<file path="src/rtl/sub_serial.sv">
// sub_serial: bit-serial two's-complement subtractor, A - B, one bit per cycle, LSB first.
// Sits behind a ready/valid handshake so a controller can issue a subtraction and collect it later.
//
// Ports:
//   clk       - clock, rising edge
//   rst       - synchronous reset, active-high
//   in_valid  - operands valid; accepted when in_valid & in_ready
//   in_ready  - high only while idle
//   A, B      - minuend / subtrahend, signed WIDTH bits
//   ena       - result enable, sampled together with the operands
//   busy      - high while the serial subtraction is in progress
//   out_valid - result available; held until out_ready
//   out_ready - consumer accepts the result when out_valid & out_ready
//   result    - (A-B) mod 2^WIDTH, forced to 0 when the latched ena was 0
//   zero      - unmasked difference is zero; ignores ena
//   overflow  - signed overflow of A-B; ignores ena
module sub_serial #(
  parameter int unsigned WIDTH = 4
) (
  input  logic             clk,
  input  logic             rst,
  input  logic             in_valid,
  output logic             in_ready,
  input  logic [WIDTH-1:0] A,
  input  logic [WIDTH-1:0] B,
  input  logic             ena,
  output logic             busy,
  output logic             out_valid,
  input  logic             out_ready,
  output logic [WIDTH-1:0] result,
  output logic             zero,
  output logic             overflow
);

  // One extra count value marks the finishing cycle in which the flags are formed.
  localparam int unsigned CntW = $clog2(WIDTH + 1);

  typedef enum logic [1:0] {StIdle, StBusy, StDone} state_e;

  state_e            state_q;
  logic [WIDTH-1:0]  a_q;
  logic [WIDTH-1:0]  b_q;
  logic              ena_q;
  logic [WIDTH-1:0]  sr_q;
  logic [CntW-1:0]   cnt_q;
  logic              carry_q;
  logic              in_ready_q;
  logic              busy_q;
  logic              out_valid_q;
  logic [WIDTH-1:0]  result_q;
  logic              zero_q;
  logic              overflow_q;

  logic              a_bit;
  logic              nb_bit;
  logic              diff_bit;
  logic              carry_d;

  // Subtraction as A + ~B + 1: carry starts at 1 and B is inverted bitwise.
  always_comb begin
    a_bit    = a_q[0];
    nb_bit   = ~b_q[0];
    diff_bit = a_bit ^ nb_bit ^ carry_q;
    carry_d  = (a_bit & nb_bit) | (a_bit & carry_q) | (nb_bit & carry_q);
  end

  always_ff @(posedge clk) begin
    if (rst) begin
      state_q     <= StIdle;
      a_q         <= '0;
      b_q         <= '0;
      ena_q       <= 1'b0;
      sr_q        <= '0;
      cnt_q       <= '0;
      carry_q     <= 1'b1;
      in_ready_q  <= 1'b1;
      busy_q      <= 1'b0;
      out_valid_q <= 1'b0;
      result_q    <= '0;
      zero_q      <= 1'b0;
      overflow_q  <= 1'b0;
    end else begin
      unique case (state_q)
        StIdle: begin
          if (in_valid && in_ready_q) begin
            a_q        <= A;
            b_q        <= B;
            ena_q      <= ena;
            cnt_q      <= '0;
            carry_q    <= 1'b1;
            state_q    <= StBusy;
            in_ready_q <= 1'b0;
            busy_q     <= 1'b1;
          end
        end
        StBusy: begin
          if (cnt_q != CntW'(WIDTH)) begin
            sr_q    <= {diff_bit, sr_q[WIDTH-1:1]};
            carry_q <= carry_d;
            // Rotate rather than shift so the operands are intact again for the flags.
            a_q     <= {a_q[0], a_q[WIDTH-1:1]};
            b_q     <= {b_q[0], b_q[WIDTH-1:1]};
            cnt_q   <= cnt_q + CntW'(1);
          end else begin
            result_q    <= sr_q & {WIDTH{ena_q}};
            zero_q      <= ~|sr_q;
            overflow_q  <= (a_q[WIDTH-1] != b_q[WIDTH-1]) & (sr_q[WIDTH-1] != a_q[WIDTH-1]);
            state_q     <= StDone;
            busy_q      <= 1'b0;
            out_valid_q <= 1'b1;
          end
        end
        StDone: begin
          if (out_ready) begin
            state_q     <= StIdle;
            out_valid_q <= 1'b0;
            in_ready_q  <= 1'b1;
          end
        end
        default: begin
          state_q     <= StIdle;
          in_ready_q  <= 1'b1;
          busy_q      <= 1'b0;
          out_valid_q <= 1'b0;
        end
      endcase
    end
  end

  assign in_ready  = in_ready_q;
  assign busy      = busy_q;
  assign out_valid = out_valid_q;
  assign result    = result_q;
  assign zero      = zero_q;
  assign overflow  = overflow_q;

endmodule

</file>
<file path="config.mk">
export PLATFORM = sky130hd
export DESIGN_NAME = sub_serial
export DESIGN_NICKNAME = d
export VERILOG_FILES = /design/src/rtl/sub_serial.sv
export SDC_FILE = /design/constraint.sdc
export NUM_CORES = 1
export LEC_CHECK = 0
export ABC_AREA = 1
export CORE_UTILIZATION = 55
export DETAILED_ROUTE_END_ITERATION = 16
export PLACE_DENSITY_LB_ADDON = 0.12
export SLEW_MARGIN = 20
export SYNTH_ARGS = -nofsm -noshare
export SYNTH_HDL_FRONTEND = slang
export SYNTH_SLANG_ARGS = --single-unit
</file>
<file path="constraint.sdc">
create_clock -name clk -period 3.15 [get_ports clk]
set_clock_uncertainty 0.15 [all_clocks]
set_input_delay 0.945 -clock clk [delete_from_list [all_inputs] [get_ports clk]]
set_output_delay 0.945 -clock clk [all_outputs]
set_load 0.005 [all_outputs]
</file>
==> reports/metrics.yaml <==
worst_setup_path:
  critical_path.startpoint: "in_ready"
  worstPathMaxFanout: 3
  max_stage_delay_ns: 0.51
  crit_buf_inv: 1
  timing.rr.start: "state_q[1]"
  critPathKind: "register to output port"
  required_ns: 2.05
  crit_cells: 1
  crit_path_start_kind: "register"
  reg2regPathDepth: 6
  regToRegSetupSlack_ns: 1.55
  crit_chain: "clkdlybuf4s50_1"
  cp_slowest_cell: "clkdlybuf4s50_1"
  setup.worst_path.end: "in_ready"
  crit_path_end_kind: "output port"
  crit_family: "buffers and inverters"
  reg2reg_to: "result[2]"
  cp.arrival_ns: 1.23
clock_network:
  cts-root-buf: "clkbuf_4"
  ctsHoldBuffers: 0
  post_cts_buffers: 0
  clkTransAtPathRegs_ns: 0.15
  numClockSinks: 28
  clk_path_buf_depth: 2
  cts_tree: "built"
  h-tree-depth: 1
  cts-resized-gates: 0
  cts_buffers: 3
  clkLatencyLatePin_ns: 0.32
sta:
  layout_worst_path_cycle_share_pct: 73.87
  hold_violations: 0
  layout_min_cycle_time_ns: 2.327
  fin_hold_ws_ns: 0.3237
  tns_ns: 0
  setup_ws_ns: 0.8230
  rsz0062_at_grt: "false"
  slew-limit-headroom_pct: 65.10
  setup_viol: 0
  finalMaxSlewViolations: 0
  tightestPinTransition_ns: 0.5202
  clock.fmax_ghz: 0.4297
synth:
  yosys-top-cells-count: "nand2_1, nor2_1, dfxtp_1"
  synth-edff-count: 0
  synth-compound-area-share_pct: 9.690
  yosys.area_share.adder_pct: 3.488
  synth-simple-area-share_pct: 35.56
  synthFlopType: "dfxtp_1"
  yosysMostFrequentCell: "nand2_1"
  async_flop_share_pct: 0
  synthXorXnorAreaFrac_pct: 0
  synth_top_cell_by_area: "dfxtp_1"
  syn_nets: 197
  seq_area_frac_synth_pct: 43.41
  ys_ff_latch: 28
  syn_inst: 181
  ys_top_cells_by_area: "dfxtp_1, nand2_1, nor2_1, nand3_1, a21oi_1"
  syn_area_um2: 1291
  yosys_warnings: 0
  post-synth-top-area-fraction_pct: 43.41
  synth_top_family_by_area: "simple AND/OR/NAND/NOR gates"
  avgSynthCellArea_um2: 7.134
  ys_types: 21
  synthMuxAreaShare_pct: 0
floorplan:
  die-area_um2: 2546
  fp-row-count: 17
  die_h_um: 50.46
  die_x_um: 50.46
  coreArea_um2: 2212
  io_pins: 22
  initial_core_util_pct: 58.37
routing:
  drtAntennaViolNets: 0
  routed_via_density: 4.956
  routedWlPerCell_um: 11.21
  routed_wl_um: 2568
  drc: 0
  dr.pass1.iters: 4
  num_vias: 1135
  drt_iter0_drc: 20
cells_and_area:
  diodes: 0
  fillers: 207
  syn2layout_area_growth_pct: 19.48
  fin_util_pct: 69.74
  multi_input_area_um2: 629.4
  fin_nets: 218
  finalInstanceArea_um2: 1543
  drive_above_1_share_pct: 6.965
  regArea_um2: 560.5
flow_run:
  drv_cap: 0
power:
  power-per-cell-area_nw_per_um2: 478.8
  max-vdd-ir-drop_mv: 0.3071
  power_leakage_nw: 0.6557
placement:
  io_buffers: 21
  pre_cts_ws_ns: 0.6990
  place_congestion: 0.8431
  placed_cell_area_um2: 1506
  dp_hpwl_um: 1861
grt:
  grtUsageTotal_pct: 22.93
  grt_max_degree: 20
  grt_pass1_vias: 1010
  grt_antenna_before_repair: 0
  grt-ovfl-total: 0
  grt_pass1_wl_um: 4436
status:
  outcome: "completed"
min_path:
  hold_path.class: "register to register"
-- how the worst min path moves through the flow --
stage / start / end / slack, ns / cells past startpoint
floorplan: carry_q / carry_q / 0.30 / 2
global placement: result[1] / result[1] / 0.30 / 2
detailed placement: result[3] / result[3] / 0.31 / 2
CTS: result[3] / result[3] / 0.33 / 2
global route: result[3] / result[3] / 0.34 / 2
finish: result[3] / result[3] / 0.32 / 2
-- where the power goes --
group	switching, mW	internal [mW]	total [mW]
combinational	0.0949	0.0673	0.162
sequential	0.0200	0.385	0.405
clock	0.101	0.0707	0.171
total	0.216	0.523	0.739
-- area by class of cell --
cell class | instances | share of cell area, %
inverter | 17 | 4.136
tap | 28 | 2.271
sequential | 28 | 36.33
multi-input combinational | 130 | 40.79
timing repair buffer | 22 | 14.11
clock buffer | 4 | 2.352
-- through the flow --
stage,total power [mW],instances
5_1_grt,0.7868,229
3_3_place_gp,0.5710,225
2_1_floorplan,0.5323,181
6_report,0.7387,229
3_5_place_dp,0.5747,225
4_1_cts,0.7471,229
-- cells by family after synthesis --
| family | count (synthesis) |
|---|---|
| flip-flops | 28 |
| AO/OA/AOI/OAI | 25 |
| buffers and inverters | 23 |
| adder cells (fa/ha/maj) | 3 |
| AND/OR/NAND/NOR | 102 |
-- layer usage --
metal / part of all wire [%] / global-route usage [%] / vias up
met5: 0 / 0 / -
met4: 1.3 / 8.796 / 0
met3: 3.0 / 2.727 / 4
met2: 47 / 38.67 / 23
met1: 48 / 29.70 / 499
li1: - / - / 609
-- registers in the layout, summed over array words and instances, names as in the netlist, 2 cells and up --
| name | count |
|---|---|
| b_q | 4 |
| state_q | 2 |
| cnt_q | 3 |
| result | 4 |
| a_q | 4 |
| sr_q | 4 |
-- cells in the final DEF (no fill, tap or decap), types with 2 or more instances in the layout --
cell type	n
nand2_1	42
nor2_1	30
dfxtp_1	28
clkdlybuf4s50_1	21
nand3_1	15
inv_1	14
a21oi_1	13
o21ai_0	12
nand3b_1	6
nand2_2	3
clkbuf_4	3
inv_2	2
nor2_4	2
nor3_1	2
ha_1	2
Power figures use the tool's default switching activity.
